**src/rtl/npu_pkg.sv**
```systemverilog
`default_nettype none
// ============================================================================
// Module      : npu_pkg
// Description : Shared NPU types and default sizing for the engine arbiter.
// Revision    : 1.0 - initial release
// ============================================================================
package npu_pkg;

   localparam int c_num_req_default = 4;
   localparam int c_timeout_default = 1024;

   typedef enum logic [2:0] {
      ST_IDLE  = 3'd0,
      ST_CLEAR = 3'd1,
      ST_START = 3'd2,
      ST_WAIT  = 3'd3,
      ST_RESP  = 3'd4
   } state_t;

endpackage
`default_nettype wire

```
**src/rtl/conv_engine_arbiter_rr_arbiter.sv**
```systemverilog
`default_nettype none
// ============================================================================
// Module      : rr_arbiter
// Description : Combinational round-robin pick: first set request at or after ptr.
// Revision    : 1.0 - initial release
// ============================================================================
module rr_arbiter
   import npu_pkg::*;
#(
   parameter int NUM_REQ = c_num_req_default
) (
   input  logic [NUM_REQ-1:0]         req,
   input  logic [$clog2(NUM_REQ)-1:0] ptr,
   output logic [NUM_REQ-1:0]         grant,
   output logic [$clog2(NUM_REQ)-1:0] index,
   output logic                       any
);

   localparam int c_idx_w = $clog2(NUM_REQ);

   logic [c_idx_w:0]   w_sum;
   logic [c_idx_w-1:0] w_pos;

   // Scan from ptr upward with wraparound; the first hit wins.
   always_comb begin
      grant = '0;
      index = '0;
      any   = 1'b0;
      w_sum = '0;
      w_pos = '0;
      for (int i = 0; i < NUM_REQ; i++) begin
         w_sum = {1'b0, ptr} + (c_idx_w + 1)'(i);
         if (w_sum >= (c_idx_w + 1)'(NUM_REQ)) begin
            w_sum = w_sum - (c_idx_w + 1)'(NUM_REQ);
         end
         w_pos = w_sum[c_idx_w-1:0];
         if (!any && req[w_pos]) begin
            any          = 1'b1;
            grant[w_pos] = 1'b1;
            index        = w_pos;
         end
      end
   end

endmodule
`default_nettype wire

```
**src/rtl/conv_engine_arbiter.sv**
```systemverilog
`default_nettype none
// ============================================================================
// Module      : conv_engine_arbiter
// Description : Shares one convolution engine among NUM_REQ requesters with timeout.
// Revision    : 1.0 - initial release
// ============================================================================
module conv_engine_arbiter
   import npu_pkg::*;
#(
   parameter int NUM_REQ = c_num_req_default,
   parameter int TIMEOUT = c_timeout_default
) (
   input  logic                       clk,
   input  logic                       rst,
   input  logic [NUM_REQ-1:0]         req,
   output logic [NUM_REQ-1:0]         gnt,
   output logic [$clog2(NUM_REQ)-1:0] eng_sel,
   output logic                       eng_rst,
   output logic                       eng_start,
   input  logic                       eng_done,
   output logic [NUM_REQ-1:0]         rsp_valid,
   output logic                       rsp_error,
   output logic                       busy,
   output logic [7:0]                 err_count
);

   localparam int                 c_idx_w     = $clog2(NUM_REQ);
   localparam logic [15:0]        c_wait_last = 16'(TIMEOUT - 1);
   localparam logic [c_idx_w-1:0] c_last_idx  = c_idx_w'(NUM_REQ - 1);

   state_t               r_state;
   logic [NUM_REQ-1:0]   r_gnt;
   logic [c_idx_w-1:0]   r_sel;
   logic                 r_eng_rst;
   logic                 r_eng_start;
   logic [NUM_REQ-1:0]   r_rsp_valid;
   logic                 r_rsp_error;
   logic                 r_busy;
   logic [7:0]           r_err_count;
   logic [c_idx_w-1:0]   r_ptr;
   logic [15:0]          r_wait_cnt;
   logic                 r_done_q;

   logic [NUM_REQ-1:0]   w_arb_gnt;
   logic [c_idx_w-1:0]   w_arb_idx;
   logic                 w_arb_any;
   logic                 w_done_edge;
   logic                 w_timeout;

   rr_arbiter #(
      .NUM_REQ (NUM_REQ)
   ) u_rr_arbiter (
      .req   (req),
      .ptr   (r_ptr),
      .grant (w_arb_gnt),
      .index (w_arb_idx),
      .any   (w_arb_any)
   );

   // Only a fresh 0->1 transition counts, so a done level left over from a
   // previous job cannot complete the current one.
   assign w_done_edge = eng_done & ~r_done_q;
   assign w_timeout   = (r_wait_cnt == c_wait_last);

   always_ff @(posedge clk) begin
      if (rst) begin
         r_state     <= ST_IDLE;
         r_gnt       <= '0;
         r_sel       <= '0;
         r_eng_rst   <= 1'b1;
         r_eng_start <= 1'b0;
         r_rsp_valid <= '0;
         r_rsp_error <= 1'b0;
         r_busy      <= 1'b0;
         r_err_count <= '0;
         r_ptr       <= '0;
         r_wait_cnt  <= '0;
         r_done_q    <= 1'b0;
      end else begin
         r_done_q    <= eng_done;
         r_eng_rst   <= 1'b0;
         r_eng_start <= 1'b0;
         r_rsp_valid <= '0;
         r_rsp_error <= 1'b0;
         case (r_state)
            ST_IDLE: begin
               if (w_arb_any) begin
                  r_gnt     <= w_arb_gnt;
                  r_sel     <= w_arb_idx;
                  r_ptr     <= (w_arb_idx == c_last_idx) ? '0 : w_arb_idx + c_idx_w'(1);
                  r_eng_rst <= 1'b1;
                  r_busy    <= 1'b1;
                  r_state   <= ST_CLEAR;
               end
            end
            ST_CLEAR: begin
               r_eng_start <= 1'b1;
               r_state     <= ST_START;
            end
            ST_START: begin
               r_wait_cnt <= '0;
               r_state    <= ST_WAIT;
            end
            ST_WAIT: begin
               // A done edge coinciding with the last wait cycle is a success.
               if (w_done_edge || w_timeout) begin
                  r_rsp_valid <= r_gnt;
                  r_rsp_error <= ~w_done_edge;
                  if (!w_done_edge && (r_err_count != 8'hFF)) begin
                     r_err_count <= r_err_count + 8'd1;
                  end
                  r_state <= ST_RESP;
               end else begin
                  r_wait_cnt <= r_wait_cnt + 16'd1;
               end
            end
            ST_RESP: begin
               r_gnt   <= '0;
               r_busy  <= 1'b0;
               r_state <= ST_IDLE;
            end
            default: begin
               r_gnt   <= '0;
               r_busy  <= 1'b0;
               r_state <= ST_IDLE;
            end
         endcase
      end
   end

   assign gnt       = r_gnt;
   assign eng_sel   = r_sel;
   assign eng_rst   = r_eng_rst;
   assign eng_start = r_eng_start;
   assign rsp_valid = r_rsp_valid;
   assign rsp_error = r_rsp_error;
   assign busy      = r_busy;
   assign err_count = r_err_count;

endmodule
`default_nettype wire

```
**config.mk**
```make
export PLATFORM = sky130hd
export DESIGN_NAME = conv_engine_arbiter
export DESIGN_NICKNAME = d
export VERILOG_FILES = /design/src/rtl/npu_pkg.sv /design/src/rtl/conv_engine_arbiter_rr_arbiter.sv /design/src/rtl/conv_engine_arbiter.sv
export SDC_FILE = /design/constraint.sdc
export NUM_CORES = 1
export LEC_CHECK = 0
export BUFFER_PORTS_ARGS = -buffer_cell sky130_fd_sc_hd__buf_2
export CAP_MARGIN = 20
export CELL_PAD_IN_SITES_DETAIL_PLACEMENT = 1
export CELL_PAD_IN_SITES_GLOBAL_PLACEMENT = 1
export CORE_AREA = 4 4 82 84
export CTS_CLUSTER_DIAMETER = 40
export DETAILED_ROUTE_END_ITERATION = 10
export DIE_AREA = 0 0 86 88
export MAX_ROUTING_LAYER = met4
export PLACE_DENSITY_LB_ADDON = 0.1
export SLEW_MARGIN = 5
export SYNTH_ARGS = -nofsm -noshare
export SYNTH_HDL_FRONTEND = slang
export SYNTH_HIERARCHICAL = 1
export SYNTH_SLANG_ARGS = --single-unit
```
**constraint.sdc**
```tcl
create_clock -name clk -period 3.2 [get_ports clk]
set_input_delay 0.64 -clock clk [delete_from_list [all_inputs] [get_ports clk]]
set_output_delay 0.64 -clock clk [all_outputs]
set_load 0.005 [all_outputs]
```
==> results of run 1 <==
## sequential cells by signal, indices dropped and copies added, names as in the netlist, 2 cells and up
| signal | count |
|---|---|
| eng_sel | 2 |
| rsp_valid | 4 |
| r_state | 3 |
| r_wait_cnt | 16 |
| r_ptr | 2 |
| err_count | 8 |
| gnt | 4 |
## cell usage in the layout, fill, tap and decap left out, types with 7 or more instances in the layout
cell type  count
ha_1           8
dfxtp_1       44
buf_2         28
nor2_1        12
nand2b_1       8
a31oi_1       21
a22oi_1        9
nand2_1       22
inv_1          7
o21ai_0       15
nand3_1       12
a21oi_1       19
o31ai_1        7
## routing by layer
| metal | GRT usage, % | share of wire (%) |
|---|---|---|
| met1 | 22.8 | 50 |
| met2 | 29.2 | 46 |
| met3 | 4.23 | 3.8 |
| met4 | 5.18 | 1.0 |
| met5 | - | 0 |
## tightest hold or removal path: cells and delay by family, from the launching register on
family | cells | cell delay [ps]
and+or+nand+nor | 1 | 50
DFF | 1 | 310
AOI/OAI and AO/OA | 1 | 50
## power by group through the flow
| stage | Combinational (mW) | Clock, mW | Sequential, mW |
|---|---|---|---|
| final | 0.552 | 0.427 | 0.651 |
| after global routing | 0.613 | 0.466 | 0.663 |
| after CTS | 0.553 | 0.449 | 0.652 |
| after detailed placement | 0.550 | 0 | 0.664 |
| after global placement | 0.542 | 0 | 0.662 |
| after floorplan | 0.434 | 0 | 0.648 |
## synthesized netlist by cell type, types with 2 or more instances
master | count | share of area (%)
mux4_2 | 2 | 1.8
o31ai_1 | 7 | 2.1
nand4_1 | 6 | 1.5
or4_1 | 6 | 1.8
nand3b_1 | 2 | 0.59
clkbuf_8 | 2 | 1.1
nor4b_4 | 3 | 2.8
o21ai_1 | 2 | 0.39
ha_1 | 8 | 3.9
nor2_1 | 12 | 1.8
buf_2 | 7 | 1.4
inv_1 | 7 | 1.0
nor4_1 | 6 | 1.5
mux4_1 | 2 | 2.1
o21ai_0 | 15 | 3.0
and2_1 | 5 | 1.2
mux2i_1 | 3 | 1.2
nand2_1 | 22 | 3.2
a22oi_1 | 9 | 2.7
nand3_1 | 12 | 2.4
buf_6 | 3 | 1.3
dfxtp_1 | 44 | 35
nor2b_1 | 4 | 0.98
nand2b_1 | 8 | 2.0
o311ai_0 | 2 | 0.69
a31oi_1 | 21 | 5.2
clkbuf_1 | 3 | 0.44
mux2_2 | 2 | 0.89
or3_1 | 5 | 1.2
or3_2 | 2 | 0.59
nor3_1 | 6 | 1.2
a21oi_1 | 19 | 3.7
o211ai_1 | 3 | 0.89
## cell type report
cell class / instances / area [um2] / share of cell area, %
Clock buffer: 6 / 72.6 / 2.59
Clock inverter: 2 / 35.0 / 1.25
Inverter: 7 / 26.3 / 0.939
Multi-Input combinational cell: 217 / 1520 / 54.3
Sequential cell: 44 / 881 / 31.5
Tap cell: 75 / 93.8 / 3.35
Timing Repair Buffer: 32 / 170 / 6.08
## cells by family after synthesis
| logic type | count (synthesis) | share of synthesized area (%) |
|---|---|---|
| adders and majority gates | 8 | 3.94 |
| xor gates and xnor gates | 1 | 0.345 |
| AOI/OAI and AO/OA | 87 | 21.8 |
| DFF | 44 | 34.6 |
| buffers and inverters | 23 | 5.56 |
| and+or+nand+nor | 112 | 27.8 |
| muxes | 9 | 5.91 |
## worst min-delay path by stage
stage                  startpoint             to  slack (ps)  depth (start not counted)
floorplan           r_wait_cnt[8]  r_wait_cnt[8]         450                          1
global placement       eng_sel[0]     eng_sel[0]         450                          2
detailed placement     eng_sel[0]     eng_sel[0]         450                          2
CTS                    eng_sel[0]     eng_sel[0]         460                          2
global route           eng_sel[0]     eng_sel[0]         480                          2
finish                 eng_sel[1]     eng_sel[1]         460                          2
## through the flow
| step | utilization, % | cell area, um2 | cells | power, mW | hold WS, ps |
|---|---|---|---|---|---|
| floorplan | - | 2540 | 284 | 1.08 | 452 |
| CTS | 47.3 | 2800 | 383 | 1.65 | 464 |
| detailed placement | 45.5 | 2690 | 375 | 1.21 | 452 |
| finish | 47.3 | 2800 | 383 | 1.63 | 461 |
| global placement | 45.5 | 2690 | 375 | 1.20 | 445 |
| global route | 47.3 | 2800 | 383 | 1.74 | 480 |
==> flow_summary.json, run 1 <==
{
  "outcome": "finished clean",
  "crit_type": "register to register",
  "port_buffers": 28,
  "clock_latency_ps": 300,
  "ctsResizeCount": 0,
  "diodes": 0,
  "crit_path_end_kind": "register",
  "clock-sinks": 44,
  "skew_ps": 7.81,
  "intPower_mw": 1.06,
  "ys.flop_type": "dfxtp_1",
  "ys_seq_area_share_pct": 34.6,
  "hpwl_um": 4470,
  "holdBufCountCts": 0,
  "cp.required_ps": 3430,
  "cts_buffer_depth": 2,
  "arrival_ps": 3180,
  "pwr-share-comb_pct": 33.9,
  "cts_setup_buffers": 0,
  "start_util_pct": 42.9,
  "first_global_vias": 2285,
  "worstPathCellList": "inv_1, ha_1, mux4_2, nor4b_4, nor2_1, a32o_1, ha_1, or3_1, a21oi_1",
  "synth_edf_count": 0,
  "async_flop_share_pct": 0,
  "worst_slack_ps": 253,
  "rr_endpoint": "r_ptr[0]",
  "antenna_found_initial": 0,
  "core_um2": 5920,
  "slowest_delay_ps": 490,
  "wl_per_cell_um": 16.4,
  "syn_inst": 284,
  "grt_max_degree": 34,
  "num-fill-cells": 709,
  "ys_seq_elements": 44,
  "cts-root-buf": "clkbuf_8",
  "syn2layout_area_growth_pct": 10.1,
  "final_nets": 322,
  "p_clk_share_pct": 26.2,
  "critPathTopFamily": "simple AND/OR/NAND/NOR gates",
  "route.antenna.remaining_nets": 0,
  "synth_warnings": 6,
  "gp_congestion": 0.819,
  "setup_violations": 0,
  "hold_viol_final": 0,
  "min_period_ps": 2950,
  "cap_violations": 0,
  "critical_path.n_buffers_inverters": 1,
  "dp_slack_ps": 289,
  "crit_path_end": "r_ptr[0]",
  "ff2ff_path_depth": 9,
  "final_max_slew_viol_count": 0,
  "period_share_pct": 92.1,
  "io-pin-count": 29,
  "rrSetupSlack_ps": 250,
  "r2r_start": "r_ptr[1]",
  "ys_types": 57,
  "die_h_um": 88,
  "cts_tree": "done",
  "routed_via_density": 6.02,
  "tns_ps": 0,
  "syn_nets": 299,
  "track_usage_pct": 18.2,
  "vias": 2307,
  "remaining_drc_errors": 0,
  "rsz0062_at_grt": "false",
  "fmax_ghz": 0.339,
  "cpMostUsedCell": "ha_1",
  "clkSlewWorstSetupHoldPaths_ps": 90,
  "drive_gt1_share_pct": 18.2,
  "cp-startpoint": "r_ptr[1]",
  "critical_path_peak_fanout": 10,
  "synthesis.area_um2": 2540,
  "dieArea_um2": 7570,
  "ir_drop_mv": 0.321,
  "worst_pin_slew_ps": 785,
  "synth_area_per_cell_um2": 8.95,
  "switchingPower_mw": 0.567,
  "p_per_area_nw_per_um2": 582,
  "floorplan.rows": 28,
  "max_slew_margin_pct": 47.4,
  "h-tree-depth": 2,
  "p_seq_share_pct": 40.0,
  "crit_cells": 9,
  "cp_slowest_cell": "dfxtp_1",
  "drt_iter0_markers": 68,
  "critPathLaunchType": "register",
  "holdCritPathClass": "register to register",
  "cts_made_buffers": 5,
  "swShare_pct": 34.8,
  "leakage_nw": 0.990,
  "grt_pass1_wl_um": 10700,
  "dr.pass1.iters": 4,
  "routed_wl_um": 6290,
  "grt-ovfl-total": 0,
  "dieWidth_um": 86
}
No activity file was read; power rests on OpenSTA's default activity.
==> run 2, diff against run 1 <==
--- a/config.mk
+++ b/config.mk
@@ -9,10 +9,11 @@
 export CAP_MARGIN = 20
 export CELL_PAD_IN_SITES_DETAIL_PLACEMENT = 1
 export CELL_PAD_IN_SITES_GLOBAL_PLACEMENT = 1
-export CORE_AREA = 4 4 82 84
+export CORE_AREA = 4 4 80 82
+export CTS_BUF_LIST = sky130_fd_sc_hd__clkbuf_4
 export CTS_CLUSTER_DIAMETER = 40
 export DETAILED_ROUTE_END_ITERATION = 10
-export DIE_AREA = 0 0 86 88
+export DIE_AREA = 0 0 84 86
 export MAX_ROUTING_LAYER = met4
 export PLACE_DENSITY_LB_ADDON = 0.1
 export SLEW_MARGIN = 5
==> flow_summary.json, run 2 (synthesized netlist as in run 1, its figures left out) <==
{
  "outcome": "finished clean",
  "ctsResizeCount": 0,
  "critical_path_peak_fanout": 10,
  "rsz0062_at_grt": "false",
  "crit_path_end_kind": "register",
  "max_slew_margin_pct": 46.8,
  "power_mw": 1.56,
  "grt_max_degree": 19,
  "layout_common_cells": "dfxtp_1 (44), buf_2 (28), nand2_1 (22), a31oi_1 (21), a21oi_1 (19)",
  "min_period_ps": 2950,
  "period_share_pct": 92.2,
  "layout_commonest_cell": "dfxtp_1",
  "clock-sinks": 44,
  "floorplan.rows": 28,
  "dieArea_um2": 7220,
  "fmax_ghz": 0.339,
  "cap_violations": 0,
  "critPathLaunchType": "register",
  "cts-root-buf": "clkbuf_4",
  "remaining_drc_errors": 0,
  "routed_via_density": 5.98,
  "leakage_nw": 0.982,
  "slowest_delay_ps": 530,
  "routed_wl_um": 6330,
  "clkSlewWorstSetupHoldPaths_ps": 130,
  "cp_slowest_cell": "dfxtp_1",
  "holdCritPathClass": "register to register",
  "largest_reg_flops": 16,
  "hold_viol_final": 0,
  "vias": 2296,
  "min_to": "eng_sel[0]",
  "syn2layout_area_growth_pct": 9.30,
  "critical_path.n_buffers_inverters": 1,
  "r2r_start": "r_ptr[1]",
  "final_nets": 323,
  "p_per_area_nw_per_um2": 560,
  "largest-register": "r_wait_cnt",
  "ff2ff_path_depth": 9,
  "whs_ps": 477,
  "final_max_slew_viol_count": 0,
  "core_um2": 5750,
  "tns_ps": 0,
  "cts_setup_buffers": 0,
  "track_usage_pct": 19.3,
  "crit_type": "register to register",
  "route.antenna.remaining_nets": 0,
  "grt-ovfl-total": 0,
  "cts_made_buffers": 5,
  "cts_tree": "done",
  "first_global_vias": 2292,
  "dieWidth_um": 84,
  "grt_pass1_wl_um": 11300,
  "rr_endpoint": "r_ptr[0]",
  "num-fill-cells": 720,
  "wl_per_cell_um": 16.5,
  "dr.pass1.iters": 4,
  "critPathTopFamily": "simple AND/OR/NAND/NOR gates",
  "setup_violations": 0,
  "io-pin-count": 29,
  "ir_drop_mv": 0.315,
  "antenna_found_initial": 0,
  "arrival_ps": 3230,
  "drive_gt1_share_pct": 18.4,
  "worstPathCellList": "inv_1, ha_1, mux4_2, nor4b_4, nor2_1, a32o_1, ha_1, or3_1, a21oi_1",
  "multiInputGateArea_um2": 1520,
  "h-tree-depth": 2,
  "cp-startpoint": "r_ptr[1]",
  "worst_pin_slew_ps": 792,
  "drt_iter0_markers": 121,
  "diodes": 0,
  "start_util_pct": 44.3,
  "holdBufCountCts": 0,
  "cts_buffer_depth": 2,
  "clock_latency_ps": 350,
  "hold_path_depth": 2,
  "hp-start": "eng_sel[0]",
  "cpMostUsedCell": "ha_1",
  "rrSetupSlack_ps": 250,
  "cp.required_ps": 3480,
  "seq_area_um2": 881,
  "skew_ps": 8.73,
  "die_h_um": 86,
  "port_buffers": 28,
  "hpwl_um": 4630,
  "gp_congestion": 0.830
}
==> run 2: cell count changes in the layout (fill, tap and decap cells not counted), sizes merged <==
cell	previous run	this run
buf	32	33
clkinv	1	2
clkbuf	6	5
==> run 2: layout make-up <==
cell class	count	area share [%]
clock buffer	5	1.35
clock inverter	3	1.53
inverter	7	0.946
multi-input combinational	217	54.7
sequential	44	31.7
tap	75	3.38
timing repair buffer	33	6.39
==> run 2: through the flow <==
step / utilization, % / instances / area (um2) / setup slack, ps
2_1_floorplan: - / 284 / 2540 / 508
3_3_place_gp: 47.0 / 376 / 2700 / 380
3_5_place_dp: 47.0 / 376 / 2700 / 294
4_1_cts: 48.4 / 384 / 2780 / 255
5_1_grt: 48.4 / 384 / 2780 / 59.1
6_report: 48.4 / 384 / 2780 / 250
==> run 2: metal layers <==
metal | up-vias | track usage [%] | share of wire, % | wire, um
met4 | 0 | 3.95 | 0.46 | 29
met1 | 1127 | 23.9 | 47 | 3000
met5 | - | - | 0 | 0
met2 | 24 | 33.2 | 49 | 3130
met3 | 2 | 3.55 | 2.8 | 175
li1 | 1143 | - | - | -
==> run 2: where the power goes <==
group	leakage (nW)	switching (mW)	internal, mW
Clock	0.0428	0.187	0.164
Combinational	0.582	0.326	0.227
Sequential	0.357	0.0510	0.601
Total	0.982	0.564	0.992
==> run 2: worst max-delay path by stage <==
stage | end | slack [ps] | cells after the start
global route | r_ptr[0] | 60 | 9
finish | r_ptr[0] | 250 | 9
CTS | r_ptr[0] | 250 | 9
global placement | r_ptr[0] | 380 | 9
detailed placement | r_ptr[0] | 290 | 9
floorplan | r_ptr[0] | 510 | 11
==> run 2: worst register-to-register path: cells and delay by family, from the launching register on <==
kind | cells | cell delay (ps)
multiplexers | 1 | 440
AO/OA/AOI/OAI | 2 | 400
flip-flops | 1 | 530
AND/OR/NAND/NOR | 3 | 820
adder cells (fa/ha/maj) | 2 | 550
buffers and inverters | 1 | 160
==> run 3, diff against run 2 <==
--- a/config.mk
+++ b/config.mk
@@ -16,6 +16,7 @@
 export DIE_AREA = 0 0 84 86
 export MAX_ROUTING_LAYER = met4
 export PLACE_DENSITY_LB_ADDON = 0.1
+export RECOVER_POWER = 50
 export SLEW_MARGIN = 5
 export SYNTH_ARGS = -nofsm -noshare
 export SYNTH_HDL_FRONTEND = slang
==> flow_summary.json, run 3 (synthesized netlist as in run 1, its figures left out) <==
{
  "drt_iter0_markers": 125,
  "arrival_ps": 3240,
  "grt_max_degree": 19,
  "worst_slack_ps": 238,
  "dp_slack_ps": 294,
  "dpl-instance-area_um2": 2700,
  "dp.cells": 376,
  "worst_pin_slew_ps": 852,
  "cts_buffer_depth": 2,
  "rsz0062_at_grt": "false",
  "hpwl_um": 4630,
  "final_max_slew_viol_count": 0,
  "largest-register": "r_wait_cnt",
  "diodes": 0,
  "cts_made_buffers": 5,
  "outcome": "finished clean",
  "skew_ps": 8.54,
  "layout_common_cells": "dfxtp_1 (44), nand2_1 (22), a31oi_1 (21), a21oi_1 (19)",
  "dieWidth_um": 84,
  "cap_violations": 0,
  "grt_pass1_wl_um": 11300,
  "drive_gt1_share_pct": 12.6,
  "hold_viol_final": 0,
  "fin_cells": 384,
  "first_global_vias": 2292,
  "cp.required_ps": 3480,
  "cts_setup_buffers": 0,
  "critical_path_peak_fanout": 10,
  "crit_type": "register to register",
  "vias": 2288,
  "syn2layout_area_growth_pct": 7.63,
  "largest_reg_flops": 16,
  "start_util_pct": 44.3,
  "switchingPower_mw": 0.565,
  "clock-sinks": 44,
  "ir_drop_mv": 0.315,
  "layout_commonest_cell": "dfxtp_1",
  "h-tree-depth": 2,
  "dr.pass1.iters": 4,
  "tns_ps": 0,
  "cpMostUsedCell": "ha_1",
  "final_area_um2": 2740,
  "port_buffers": 28,
  "holdBufCountCts": 0,
  "intPower_mw": 0.986,
  "clkSlewWorstSetupHoldPaths_ps": 130,
  "swShare_pct": 36.4,
  "final_nets": 323,
  "worstPathCellList": "inv_1, ha_1, mux4_2, nor4b_4, nor2_1, a32o_1, ha_1, or3_1, a21oi_1",
  "die_h_um": 86,
  "fmax_ghz": 0.338,
  "p_seq_share_pct": 42.0,
  "gp_congestion": 0.830,
  "holdCritPathClass": "register to register",
  "route.antenna.remaining_nets": 0,
  "cts-root-buf": "clkbuf_4",
  "setup_violations": 0,
  "slowest_delay_ps": 530,
  "dieArea_um2": 7220,
  "grt-ovfl-total": 0,
  "track_usage_pct": 19.3,
  "max_slew_margin_pct": 43.2,
  "cp_slowest_cell": "dfxtp_1",
  "pwr-share-comb_pct": 35.3,
  "floorplan.rows": 28,
  "critPathLaunchType": "register",
  "min_period_ps": 2960,
  "clock_latency_ps": 350,
  "cts_tree": "done",
  "remaining_drc_errors": 0,
  "io-pin-count": 29,
  "core_um2": 5750,
  "p_clk_share_pct": 22.7,
  "whs_ps": 473,
  "wl_per_cell_um": 16.6,
  "routed_wl_um": 6360,
  "routed_via_density": 5.96,
  "ctsResizeCount": 0,
  "p_per_area_nw_per_um2": 567,
  "crit_path_end_kind": "register",
  "antenna_found_initial": 0,
  "period_share_pct": 92.6,
  "leakage_nw": 0.905
}
run 3: worst paths after layout:
path,start,to,slack [ps],depth (start not counted)
min,eng_sel[0],eng_sel[0],470,2
max reg2reg,r_ptr[1],r_ptr[0],240,9
max,r_ptr[1],r_ptr[0],240,9
min reg2reg,eng_sel[0],eng_sel[0],470,2
run 3: power by group through the flow:
stage	combinational, mW	sequential [mW]	clock, mW
global placement	0.539	0.662	0
floorplan	0.434	0.648	0
detailed placement	0.553	0.663	0
CTS	0.555	0.652	0.369
finish	0.548	0.652	0.352
global route	0.611	0.664	0.394
run 3: area by class of cell:
type / count / area [um2]
tap: 75 / 93.8
clock buffer: 5 / 37.5
clock inverter: 3 / 42.5
fill: 730 / 3010
timing repair buffer: 33 / 150
sequential: 44 / 881
inverter: 7 / 26.3
multi-input combinational: 217 / 1510
run 3: worst max-delay path, delay by kind of cell, from the launching register on:
kind	cells	cell delay (ps)
and+or+nand+nor	3	810
DFF	1	530
AOI/OAI and AO/OA	2	400
buffers and inverters	1	160
adders and majority gates	2	550
muxes	1	440
run 3: through the flow:
step	total power, mW	utilization (%)
finish	1.55	47.6
global route	1.67	47.6
CTS	1.58	48.4
detailed placement	1.22	47.0
global placement	1.20	47.0
floorplan	1.08	-
run 3: routing by layer:
layer  up-vias  wire length, um  GRT usage [%]  part of all wire, %
met4         0               43           3.95                 0.68
met3         4              172           3.55                  2.7
li1       1140                -              -                    -
met2        26             3140           33.2                   49
met1      1118             3010           23.9                   47
met5         -                0              -                    0
